--- config.mk ---
export PLATFORM = sky130hd
export DESIGN_NAME = div_param
export DESIGN_NICKNAME = d
export VERILOG_FILES = /design/src/rtl/div_param_pkg.sv /design/src/rtl/abs_param.sv /design/src/rtl/div_param.sv
export SDC_FILE = /design/constraint.sdc
export NUM_CORES = 1
export LEC_CHECK = 0
export CORE_MARGIN = 3
export CORE_UTILIZATION = 35
export CTS_BUF_LIST = sky130_fd_sc_hd__clkbuf_4 sky130_fd_sc_hd__clkbuf_8 sky130_fd_sc_hd__clkbuf_16
export CTS_CLUSTER_SIZE = 30
export DETAILED_ROUTE_END_ITERATION = 7
export PLACE_DENSITY_LB_ADDON = 0.2
export SLEW_MARGIN = 20
export SYNTH_ARGS = -nofsm -noshare
export SYNTH_HDL_FRONTEND = slang
export SYNTH_SLANG_ARGS = --single-unit
--- constraint.sdc ---
create_clock -name clk -period 3 [get_ports clk]
set_input_delay 0.9 -clock clk [delete_from_list [all_inputs] [get_ports clk]]
set_output_delay 0.9 -clock clk [all_outputs]
set_load 0.01 [all_outputs]
--- src/rtl/div_param_pkg.sv ---
// Shared arithmetic-block definitions: divider FSM encoding and sizing helpers.
package div_param_pkg;

  // Divider control states.
  typedef enum logic [1:0] {
    StIdle,
    StCalc,
    StFix,
    StDone
  } div_state_e;

  localparam int unsigned DivDefaultBitSize = 8;

  // The iteration counter must be able to hold every value from 0 to 2*bit_size.
  function automatic int unsigned div_cnt_width(input int unsigned bit_size);
    return $clog2(2 * bit_size + 1);
  endfunction

endpackage

--- src/rtl/abs_param.sv ---
// Combinational two's-complement magnitude and sign extraction.
// The magnitude is unsigned, so the most negative input maps to 2^(WIDTH-1).
module abs_param #(
  parameter int unsigned WIDTH = 8
) (
  input  logic [WIDTH-1:0] value_i,
  output logic [WIDTH-1:0] mag_o,
  output logic             neg_o
);

  // Negate only when the sign bit is set.
  always_comb begin
    neg_o = value_i[WIDTH-1];
    mag_o = neg_o ? (~value_i + WIDTH'(1)) : value_i;
  end

endmodule

--- src/rtl/div_param.sv ---
// Sequential signed divider: restoring shift-subtract on magnitudes, one quotient bit
// per clock, followed by a single sign-correction cycle.
module div_param
  import div_param_pkg::*;
#(
  parameter int unsigned BIT_SIZE = DivDefaultBitSize
) (
  input  logic                  clk,
  input  logic                  reset_n,
  input  logic                  enable,
  input  logic [2*BIT_SIZE-1:0] dividend,
  input  logic [BIT_SIZE-1:0]   divisor,
  output logic                  busy,
  output logic                  done,
  output logic [2*BIT_SIZE-1:0] quotient,
  output logic [BIT_SIZE-1:0]   remainder,
  output logic                  div_by_zero
);

  localparam int unsigned DW   = 2 * BIT_SIZE;
  localparam int unsigned PW   = BIT_SIZE + 1;
  localparam int unsigned CntW = div_cnt_width(BIT_SIZE);
  localparam logic [CntW-1:0] LastCnt = CntW'(DW - 1);

  div_state_e state_q, state_d;
  logic [CntW-1:0]     cnt_q, cnt_d;
  logic [BIT_SIZE:0]   prem_q, prem_d;     // partial remainder magnitude
  logic [DW-1:0]       dvd_q, dvd_d;       // dividend magnitude, shifts into quotient bits
  logic [BIT_SIZE-1:0] dvs_q, dvs_d;       // divisor magnitude
  logic                neg_dvd_q, neg_dvd_d;
  logic                neg_dvs_q, neg_dvs_d;
  logic [DW-1:0]       quot_q, quot_d;
  logic [BIT_SIZE-1:0] rem_q, rem_d;
  logic                dbz_q, dbz_d;

  logic [DW-1:0]       dvd_mag;
  logic                dvd_neg;
  logic [BIT_SIZE-1:0] dvs_mag;
  logic                dvs_neg;
  logic [PW:0]         shifted;
  logic                fits;

  abs_param #(.WIDTH(DW)) u_abs_dividend (
    .value_i (dividend),
    .mag_o   (dvd_mag),
    .neg_o   (dvd_neg)
  );

  abs_param #(.WIDTH(BIT_SIZE)) u_abs_divisor (
    .value_i (divisor),
    .mag_o   (dvs_mag),
    .neg_o   (dvs_neg)
  );

  // One restoring step: bring in the next dividend bit and try to subtract the divisor.
  always_comb begin
    shifted = {prem_q, dvd_q[DW-1]};
    fits    = (shifted >= (PW + 1)'(dvs_q));
  end

  // Next-state, datapath and result update; every register holds by default.
  always_comb begin
    state_d   = state_q;
    cnt_d     = cnt_q;
    prem_d    = prem_q;
    dvd_d     = dvd_q;
    dvs_d     = dvs_q;
    neg_dvd_d = neg_dvd_q;
    neg_dvs_d = neg_dvs_q;
    quot_d    = quot_q;
    rem_d     = rem_q;
    dbz_d     = dbz_q;
    unique case (state_q)
      StIdle: begin
        if (enable) begin
          dvd_d     = dvd_mag;
          dvs_d     = dvs_mag;
          neg_dvd_d = dvd_neg;
          neg_dvs_d = dvs_neg;
          prem_d    = '0;
          cnt_d     = '0;
          state_d   = StCalc;
        end
      end
      StCalc: begin
        prem_d = fits ? PW'(shifted - (PW + 1)'(dvs_q)) : PW'(shifted);
        dvd_d  = {dvd_q[DW-2:0], fits};
        cnt_d  = cnt_q + CntW'(1);
        if (cnt_q == LastCnt) begin
          state_d = StFix;
        end
      end
      StFix: begin
        if (dvs_q == '0) begin
          quot_d = '0;
          rem_d  = '0;
          dbz_d  = 1'b1;
        end else begin
          // Quotient negative when signs differ; remainder follows the dividend.
          quot_d = (neg_dvd_q ^ neg_dvs_q) ? -dvd_q : dvd_q;
          rem_d  = BIT_SIZE'(neg_dvd_q ? -prem_q : prem_q);
          dbz_d  = 1'b0;
        end
        state_d = StDone;
      end
      StDone: begin
        state_d = StIdle;
      end
      default: begin
        state_d = StIdle;
      end
    endcase
  end

  // Control state and iteration counter.
  always_ff @(posedge clk or negedge reset_n) begin
    if (!reset_n) begin
      state_q <= StIdle;
      cnt_q   <= '0;
    end else begin
      state_q <= state_d;
      cnt_q   <= cnt_d;
    end
  end

  // Working operands and partial remainder.
  always_ff @(posedge clk or negedge reset_n) begin
    if (!reset_n) begin
      prem_q    <= '0;
      dvd_q     <= '0;
      dvs_q     <= '0;
      neg_dvd_q <= 1'b0;
      neg_dvs_q <= 1'b0;
    end else begin
      prem_q    <= prem_d;
      dvd_q     <= dvd_d;
      dvs_q     <= dvs_d;
      neg_dvd_q <= neg_dvd_d;
      neg_dvs_q <= neg_dvs_d;
    end
  end

  // Published results; only written in the sign-correction cycle.
  always_ff @(posedge clk or negedge reset_n) begin
    if (!reset_n) begin
      quot_q <= '0;
      rem_q  <= '0;
      dbz_q  <= 1'b0;
    end else begin
      quot_q <= quot_d;
      rem_q  <= rem_d;
      dbz_q  <= dbz_d;
    end
  end

  // Status decoded straight from state so reset clears it immediately.
  always_comb begin
    busy        = (state_q != StIdle);
    done        = (state_q == StDone);
    quotient    = quot_q;
    remainder   = rem_q;
    div_by_zero = dbz_q;
  end

endmodule

==> metrics.md, run 1 <==
| Metric | Value |
|---|---|
| Outcome | `finished clean` |
| Gate Count Post-Synth | `between 400 and 500` |
| Post-layout min period | `about 2700 ps` |
| Largest net degree at the start of global routing | `41` |
| Dpl hpwl | `~7500 um` |
| Critical Path End Type | `output port` |
| DR iter-0 viols | `202` |
| Vias | `3,511` |
| Gpl congestion | `just under 0.9` |
| Crit path DAT | `approximately 1800 ps` |
| Total track usage | `0.158` |
| Post-CTS Resized | `0` |
| H-tree Lvls | `3` |
| Post-Route WL | `roughly 10000 um` |
| Most frequent CP cell | `inv_1` |
| Top_reg_cell synth | `dfrtp_1` |
| Crit-path max cell delay | `~560 ps` |
| Drc violations | `0` |
| DP Worst Slack | `~64 ps` |
| TritonCTS clock tree | `done` |
| First-pass GRT wire length | `between 15,000 and 20,000 um` |
| Worst path top cell family by delay | `buffers and inverters` |
| Syn nets | `511` |
| Vias in the first global route | `between 3,000 and 4,000` |
| Starting density of the core | `0.362` |
| CTS Buffer Depth | `2` |
| Avg Cell Area, Syn | `8.97 um^2` |
| Number of flops mapped to enable cells by yosys | `0` |
| Core Area | `between 10,000 and 15,000 um^2` |
| Commonest non-fill, non-tap cell in the layout | `dfrtp_1` |
| Clk_lat worst skew | `~320 ps` |
| Share of cells above drive strength 1 | `0.0852` |
| I/O pins | `54` |
| Worst setup margin | `approximately 290 ps` |
| Post-synthesis cell type count | `57` |
| Max-Cap Viols | `0` |
| Sequential fraction of the synthesis area | `0.402` |
| Wire length on met3 | `around 300 um` |
| Largest cells by area after synthesis | `dfrtp_1 (40%), xor2_1 (5.7%), ha_1 (5.4%), o21ai_0 (5.2%), inv_1 (4.4%)` |
| RSZ-0062 raised after global routing | `no` |
| PortBufs | `53` |
| Yosys reg bits | `67` |
| Initial antenna violation count | `0` |
| DRT Pass-1 Iters | `4` |
| Fin cells | `between 600 and 700` |
| Total global routing overflow | `0` |
| Fin. Hold Viols | `0` |
| WS Path Type | `reg -> out` |
| Hold_buf cts | `0` |
| CTS buffer count | `9` |
| Ratio of final minimum period to clock period | `0.903` |
| Antenna diode count | `0` |
| Met1 wire length | `roughly 5400 um` |
| Horiz. Die Dim | `between 100 and 150 um` |
| Final antenna-violating net count | `0` |
| Post-synth top area cell | `dfrtp_1` |
| Max layer used | `met4` |
| Worst Skew | `6.16 ps` |
| Nets | `between 500 and 600` |
| Crit path buf inv count | `3` |
| Worst-margin pin slew | `between 600 and 700 ps` |
| Die span in y | `115 um` |
| Critical Path RT | `around 2100 ps` |
| Relative slew slack | `0.548` |
| Fmax | `around 0.37 GHz` |
| Cell area after synthesis | `approximately 4200 um^2` |
| CP Launch Type | `flip-flop` |
| Fin. max-slew vios | `0` |
| Setup bufs post-CTS | `0` |
| WL met2 | `4200 um` |
| # setup viols final | `0` |
| WL per Instance | `around 15 um` |
| Clk root buf | `clkbuf_16` |
| CP Cell Sequence | `inv_1, ha_1, inv_1, clkdlybuf4s50_1` |
| Top-area cell type share of the netlist area | `0.402` |
| Placed cells | `about 660` |
| Max VDD drop | `about 0.00043 V` |
| Slowest-stage cell, CP | `clkdlybuf4s50_1` |
| Die area | `roughly 13,000 um^2` |
| Power Density | `about 1200 nW/um^2` |
| Clk slew on worst S/H paths | `approximately 60 ps` |
| Number of vias per cell | `roughly 5.2` |
| Area delta synth->final | `26.2%` |
| Critical path fanouts, max | `6` |
| Ys Warns | `0` |
| Placement Rows | `39` |
| Leakage | `2.26 nW` |
| Clock Sink Count | `67` |
| Worst min path class | `reg -> reg` |
| Setup slack, reg-to-reg | `about 660 ps` |
| Leading cell types in the layout, fill and taps excluded | `dfrtp_1 (67), clkdlybuf4s50_1 (52), inv_1 (49)` |
| FFs w/ async S/R, synth | `1.00` |
| Setup TNS | `0 ps` |
report_power, final:
| part | internal [mW] | total (mW) | switching [mW] |
|---|---|---|---|
| sequential | 1.32 | 1.76 | 0.438 |
| combinational | 1.60 | 3.43 | 1.84 |
| clock | 0.809 | 1.20 | 0.391 |
| total | 3.73 | 6.39 | 2.66 |
cell usage after synthesis, types with 2 or more instances:
master and instances:
nand2_1 41, a32oi_1 3, nand4_1 4, o21ai_0 43, mux2_2 3, a211oi_1 3
xor2_1 27, or4_4 3, clkbuf_1 14, buf_2 3, or3_1 8, o21ai_1 2
nand3b_1 2, o41ai_1 4, a22o_1 2, buf_1 2, ha_1 18, dfrtp_1 67
nand2b_1 4, or4_1 2, nand3_1 8, a21o_1 2, o21a_1 2, o31ai_1 11
o211ai_1 2, xnor2_1 17, nor2_1 25, nor4_1 2, or2_2 4, nor3_1 6
and3_1 3, o311ai_0 2, o22ai_1 28, nor2b_1 5, mux2i_1 9, a21oi_1 15
inv_1 49
worst register-to-register path, cell delays in order, from the launching register on:
cell and delay [ps]:
dfrtp_1 420, inv_1 130, ha_1 210, inv_1 70
fa_1 400, nand3_1 140, a31oi_1 100, nor3_1 140
buf_4 220, nor3_1 70, a311o_1 330
layout make-up:
cell class                 count  area [um^2]
clock buffer                   9          225
clock inverter                 6          115
fill                        1137         6250
inverter                      50          188
multi-input combinational    328         2220
sequential                    67         1680
tap                          143          179
timing repair buffer          68          663
worst paths after layout:
kind / start / end / cells past startpoint
worst max-delay path: state_q[0]$_DFFE_PN0P_ / busy / 4
worst min-delay path: dvs_q[4]$_DFFE_PN0P_ / dvs_q[4]$_DFFE_PN0P_ / 2
worst max register to register: dvd_q[15]$_DFFE_PN0P_ / prem_q[3]$_DFFE_PN0P_ / 10
worst min register to register: dvs_q[4]$_DFFE_PN0P_ / dvs_q[4]$_DFFE_PN0P_ / 2
max in group asynchronous: reset_n / dvs_q[1]$_DFFE_PN0P_ / 2
min in group asynchronous: reset_n / dvd_q[9]$_DFFE_PN0P_ / 1
layer usage:
layer / GRT usage / up-vias
li1: - / 1772
met5: 0 / -
met1: 0.237 / 1662
met3: 0.0211 / 8
met2: 0.240 / 69
met4: 0.0430 / 0
flip-flops by register name, indices dropped and copies added (netlist names):
| register | flops |
|---|---|
| cnt_q | 5 |
| neg_dvs_q | 1 |
| prem_q | 9 |
| remainder | 8 |
| quotient | 16 |
| neg_dvd_q | 1 |
| state_q | 2 |
| dvd_q | 16 |
| dvs_q | 8 |
| div_by_zero | 1 |
logic make-up after synthesis:
kind of cell               Yosys count  share of synthesized area
xor gates and xnor gates            44                     0.0924
AOI/OAI and AO/OA                  133                      0.208
and+or+nand+nor                    120                      0.142
DFF                                 67                      0.402
adders and majority gates           19                     0.0588
muxes                               12                     0.0297
buffers and inverters               70                     0.0666
through the flow:
step	power [mW]	utilization	hold slack, ps	cell area [um^2]
floorplan	4.08	-	450	4170
global placement	5.12	0.427	467	4920
detailed placement	5.19	0.427	473	4920
CTS	6.41	0.457	485	5260
global route	6.96	0.457	528	5260
finish	6.39	0.457	480	5260
Note: power is estimated with default switching activity, not from simulation.
==> run 2: changes to the inputs <==
Settings changed: CAP_MARGIN set to 20.
==> results of run 2 <==
No change in the layout: final DEF, timing and power equal those of run 1.
==> RTL edit 1 (config.mk and constraints of run 1) <==
Register the inputs `enable`, `dividend` and `divisor` before use. The logic sees them one clock later.
--- a/src/rtl/div_param.sv
+++ b/src/rtl/div_param.sv
@@ -22,6 +22,16 @@
   localparam int unsigned CntW = div_cnt_width(BIT_SIZE);
   localparam logic [CntW-1:0] LastCnt = CntW'(DW - 1);
 
+  logic enable_q;
+  logic [2*BIT_SIZE-1:0] dividend_q;
+  logic [BIT_SIZE-1:0] divisor_q;
+
+  always_ff @(posedge clk) begin
+    enable_q   <= enable;
+    dividend_q <= dividend;
+    divisor_q  <= divisor;
+  end
+
   div_state_e state_q, state_d;
   logic [CntW-1:0]     cnt_q, cnt_d;
   logic [BIT_SIZE:0]   prem_q, prem_d;     // partial remainder magnitude
@@ -41,13 +51,13 @@
   logic                fits;
 
   abs_param #(.WIDTH(DW)) u_abs_dividend (
-    .value_i (dividend),
+    .value_i (dividend_q),
     .mag_o   (dvd_mag),
     .neg_o   (dvd_neg)
   );
 
   abs_param #(.WIDTH(BIT_SIZE)) u_abs_divisor (
-    .value_i (divisor),
+    .value_i (divisor_q),
     .mag_o   (dvs_mag),
     .neg_o   (dvs_neg)
   );
@@ -72,7 +82,7 @@
     dbz_d     = dbz_q;
     unique case (state_q)
       StIdle: begin
-        if (enable) begin
+        if (enable_q) begin
           dvd_d     = dvd_mag;
           dvs_d     = dvs_mag;
           neg_dvd_d = dvd_neg;
Check against the original RTL: not equivalent (a bounded check fails within 4 cycles, from zero or initial values and one cycle with reset_n low).
==> RTL edit 1 against run 1 <==
Synthesized area rose by 12%; setup slack better by 0.059 ns; routed wire length increased by 0.12%; clock skew down 0.00072 ns; power increased by 3.5%; final area rose by 7.6%; clock power shrank 3%; utilization down 1.5 points; synthesized cell count rose by 3.9%; via count fell by 1.5%; combinational power down 2%; sequential cell count up 25.
==> RTL edit 1: results (changes against run 1) <==
| Metric | Value |
|---|---|
| Result of the run | `finished, final reports clean` |
| Total setup buffers inserted after CTS | `0 (unchanged)` |
| GPL Wtd Cong | `0.9217 (+5.6%)` |
| Hold path startpoint | `dvs_q[6]$_DFFE_PN0P_` |
| Synth Area in Compound Gates | `0.1811 (-0.02714)` |
| VDD IR max | `0.3996 mV (-6.4%)` |
| WL/cell | `14.06 um (-5.4%)` |
| FFs w/ async S/R, synth | `0.7283 (-0.2717)` |
| Largest delay contributor family on the critical path | `buffers and inverters` |
| Clock root cell | `clkbuf_16` |
| Critical path arrival | `1.75 ns (-0.06 ns)` |
| Nets@finish | `579 (+1.6%)` |
| Worst slew pin tran | `0.8496 ns (+0.1724 ns)` |
| Xor/xnor share of the synthesized area | `0.08463 (-0.007777)` |
| DRT Pass-1 Iters | `5 (+1)` |
| First-pass GRT wire length | `16.99 mm (-0.76%)` |
| Total Routing Usage GR | `0.1440 (-0.01426)` |
| Pleak | `2.399 nW (+6.2%)` |
| Fraction of layout cells with a size suffix above 1 | `0.06506 (-0.02017)` |
| Post-Synth Adder-Cell Area | `0.05266 (-0.006146)` |
| Largest family of logic cells by synthesized area | `compound AO/OA/AOI/OAI gates` |
| Hold_ws | `0.4777 ns (-0.002425 ns)` |
| Min-Delay Path Class | `flop to flop` |
| Number of fill cells | `1282 (+13%)` |
| Total CTS buffers | `9 (unchanged)` |
| Vias/cell | `4.870 (-6.9%)` |
| Clock Skews | `0.005434 ns (-0.0007236 ns)` |
| Share of synthesized area spent on multiplexers | `0.02848 (-0.001224)` |
| Longest Clk Path Bufs | `2 (unchanged)` |
| R2r worst-path depth | `10 (unchanged)` |
| Clk Latency, worst-skew pair | `0.34 ns (+0.02 ns)` |
| Syn_nets | `529 (+3.5%)` |
| Hold Path Sink | `dvs_q[6]$_DFFE_PN0P_` |
| Post-DP HPWL | `7.481 mm (-0.84%)` |
| Top cells by count, synth | `67 x dfrtp_1, 49 x inv_1, 41 x o21ai_0, 37 x nand2_1, 31 x xor2_1` |
| Vias in the first global route | `3428 (-1.7%)` |
| Pin count of the biggest net entering global routing | `68 (+66%)` |
| Synth top area cells | `dfrtp_1 36%, dfxtp_1 11%, xor2_1 5.8%, ha_1 4.8%, o21ai_0 4.4%` |
| Critical-path maximum fanout | `5 (-1)` |
| R2R Setup Slk | `0.62 ns (-0.04 ns)` |
| FF-to-FF End | `prem_q[4]$_DFFE_PN0P_` |
| Slowest cell on the critical path | `clkdlybuf4s50_1` |
| Yosys cell types | `55 (-3.5%)` |
| Initial DRC Count | `203 (+0.50%)` |
| Yosys Warn Count | `0 (unchanged)` |
| ANT cells | `0 (unchanged)` |
| Sequential area share after synthesis | `0.4675 (+0.06545)` |
## RTL edit 1: worst max-delay path by stage
stage	cells past startpoint	slack, ns	endpoint	start
global placement	10	0.69	prem_q[1]$_DFFE_PN0P_	dvd_q[15]$_DFFE_PN0P_
global route	4	0.27	busy	state_q[0]$_DFFE_PN0P_
floorplan	10	0.66	prem_q[1]$_DFFE_PN0P_	dvd_q[15]$_DFFE_PN0P_
finish	4	0.35	busy	state_q[0]$_DFFE_PN0P_
detailed placement	10	0.64	prem_q[1]$_DFFE_PN0P_	dvd_q[15]$_DFFE_PN0P_
CTS	4	0.34	busy	state_q[0]$_DFFE_PN0P_
## RTL edit 1: cell families after synthesis
kind of cell    Yosys count
fa+ha+maj                19
flops                    92
buf+inv                  72
simple gates            112
mux                      13
compound gates          130
xor+xnor                 45
## RTL edit 1: per-layer routing
metal / global-route usage / vias to the layer above / share of wire
met3: 0.02378 / 13 / 0.054
li1: - / 1790 / -
met2: 0.2121 / 77 / 0.43
met1: 0.2101 / 1578 / 0.50
met5: 0 / - / 0
met4: 0.05742 / 0 / 0.017
## RTL edit 1: area by class of cell
type	count	area [um2]	share of cell area
inverter	50	187.7	0.03313
sequential	92	2177	0.3844
clock buffer	13	267.8	0.04727
timing repair buffer	61	585.6	0.1034
multi-input combinational	319	2186	0.3859
clock inverter	3	45.04	0.007952
tap	172	215.2	0.03799
## RTL edit 1: through the flow
stage | instance area, um2 | worst slack, ns | instances
after global placement | 5344 | 0.6938 | 694
after CTS | 5657 | 0.3393 | 710
after global routing | 5664 | 0.2730 | 710
after detailed placement | 5344 | 0.6430 | 694
after floorplan | 4657 | 0.6602 | 483
final | 5664 | 0.3504 | 710
## RTL edit 1: worst min-delay path, cell delays in order (launching register included)
cell	delay, ns
dfrtp_1	0.34
nand2_1	0.05
o21ai_0	0.06
## RTL edit 1: power breakdown
group          switching, mW  internal, mW
Clock                  0.452         0.710
Sequential             0.415          1.67
Combinational           1.84          1.53
Total                   2.70          3.91
==> RTL edit 2 (config.mk and constraints of run 1) <==
Without the edit above. Set the package constant `DivDefaultBitSize` to 32 (it was 8).
--- a/src/rtl/div_param_pkg.sv
+++ b/src/rtl/div_param_pkg.sv
@@ -9,7 +9,7 @@
     StDone
   } div_state_e;
 
-  localparam int unsigned DivDefaultBitSize = 8;
+  localparam int unsigned DivDefaultBitSize = 32;
 
   // The iteration counter must be able to hold every value from 0 to 2*bit_size.
   function automatic int unsigned div_cnt_width(input int unsigned bit_size);
Interface: changed (resized dividend, divisor, quotient and remainder); port bits go from 54 to 198. No check against the original RTL was run, so the function may have changed too.
==> RTL edit 2 against run 1 <==
The run now ends with negative setup slack left; largest power group unchanged; highest routed layer unchanged; synthesized area rose to 3.7 times the old value; power rose to 4.3 times the old value; critical endpoint is now dvd_q[62]$_DFFE_PN0P_; register-to-register slack got worse by 1.2 ns; first-iteration DRC count rose to 4.2 times the old value; setup slack got worse by 1.1 ns; routed wire length rose to 5.1 times the old value; final area rose to 4.4 times the old value; critical path depth rose by 8; fmax fell by 28%; sequential cell count rose by 170.
==> RTL edit 2: results (changes against run 1) <==
| Metric | Value |
|---|---|
| Fraction of layout cells with a size suffix above 1 | `0.2686 (+0.1833)` |
| R2r worst-path depth | `9 (-1)` |
| GPL Wtd Cong | `0.9234 (+5.8%)` |
| Sequential area share after synthesis | `0.3888 (-0.01320)` |
| Post-DP HPWL | `37.10 mm (+390%)` |
| Clock Skews | `0.01915 ns (+0.01299 ns)` |
| Worst slack, placed | `-1.523 ns (-1.586 ns)` |
| Failing checks | `negative setup slack` |
| Pin count of the biggest net entering global routing | `98 (+140%)` |
| Via count | `15240 (+330%)` |
| Min-Delay Path Class | `input port to async pin` |
| IO buf count | `197 (+270%)` |
| Sw Ratio | `0.4443 (+0.02727)` |
| Synth top area cells | `dfrtp_1 39%, xor2_1 8.7%, o21ai_0 6.6%, nand2_1 4.8%, o22ai_1 4.4%` |
| Result of the run | `finished, violations left` |
| Initial DRC Count | `855 (+320%)` |
| Grt met1 use | `0.2886 (+0.05191)` |
| Syn_nets | `1976 (+290%)` |
| Critical-path maximum fanout | `2 (-4)` |
| # setup viols final | `53 (+53)` |
| Hold_ws | `0.2524 ns (-0.2277 ns)` |
| Clk Latency, worst-skew pair | `0.56 ns (+0.24 ns)` |
| VDD IR max | `0.5246 mV (+23%)` |
| Final worst slack | `-0.7588 ns (-1.050 ns)` |
| Critical path arrival | `4.19 ns (+2.38 ns)` |
==> RTL edit 2: cell type report <==
cell class / instances / area share
Tap cell: 577 / 0.03153
Inverter: 152 / 0.02492
Clock inverter: 4 / 0.003334
Timing Repair Buffer: 551 / 0.2148
Sequential cell: 237 / 0.2591
Multi-Input combinational cell: 1346 / 0.4296
Clock buffer: 41 / 0.03673
==> RTL edit 2: power by group through the flow <==
stage	clock network, mW	logic, mW	registers [mW]
after global routing	3.67	19.8	6.30
after CTS	3.56	16.8	6.05
final	3.47	18.1	6.10
after global placement	0	15.9	6.02
after detailed placement	0	16.1	6.07
after floorplan	0	9.38	6.21
==> RTL edit 2: what timing repair did <==
action / CTS / global route
setup buffers: 27 / 28
resized for setup: 159 / 175
setup endpoints to repair: 94 / 115
pin swaps: 73 / 106
cloned: 0 / 2
endpoints found under the hold margin: 0 / 0
==> RTL edit 2: critical path: stages <==
cell     delay, ns
buf_6         0.09
or4_4         0.53
or3_4         0.35
or4_4         0.54
or2_4         0.25
or3_4         0.38
or3_4         0.34
or2_4         0.26
buf_6         0.13
o21ai_4       0.11
xor2_1        0.18
o22ai_1       0.09
==> RTL edit 2: kinds of logic after synthesis <==
logic type | share of synthesized area
buffers and inverters | 0.06202
and+or+nand+nor | 0.1601
adders and majority gates | 0.03495
AOI/OAI and AO/OA | 0.2127
muxes | 0.01854
DFF | 0.3888
xor gates and xnor gates | 0.1229
==> RTL edit 2: routing by layer <==
metal / vias up / wire length [um] / share of wire
li1: 7408 / - / -
met1: 7350 / 22850 / 0.45
met2: 402 / 24330 / 0.48
met3: 81 / 2656 / 0.052
met4: 0 / 1189 / 0.023
met5: - / 0 / 0
==> RTL edit 2: how the worst max path moves through the flow <==
stage | startpoint | endpoint | cells after the start
final | dividend[19] | dvd_q[62]$_DFFE_PN0P_ | 12
after global routing | dividend[19] | dvd_q[62]$_DFFE_PN0P_ | 12
after CTS | dividend[17] | dvd_q[56]$_DFFE_PN0P_ | 11
after detailed placement | dividend[18] | dvd_q[56]$_DFFE_PN0P_ | 11
after global placement | dividend[18] | dvd_q[56]$_DFFE_PN0P_ | 11
after floorplan | dividend[18] | dvd_q[56]$_DFFE_PN0P_ | 10
==> RTL edit 2: metrics by stage <==
stage          instance area [um2]    util  power [mW]  cells  TNS, ns
2_1_floorplan                15510       -       15.58   1835   -19.39
3_3_place_gp                 20320  0.4780       21.88   2818   -64.14
3_5_place_dp                 20320  0.4780       22.21   2818   -67.03
4_1_cts                      22020  0.5179       26.39   2888   -17.74
5_1_grt                      22890  0.5386       29.76   2908   -21.74
6_report                     22890  0.5386       27.67   2908   -15.57
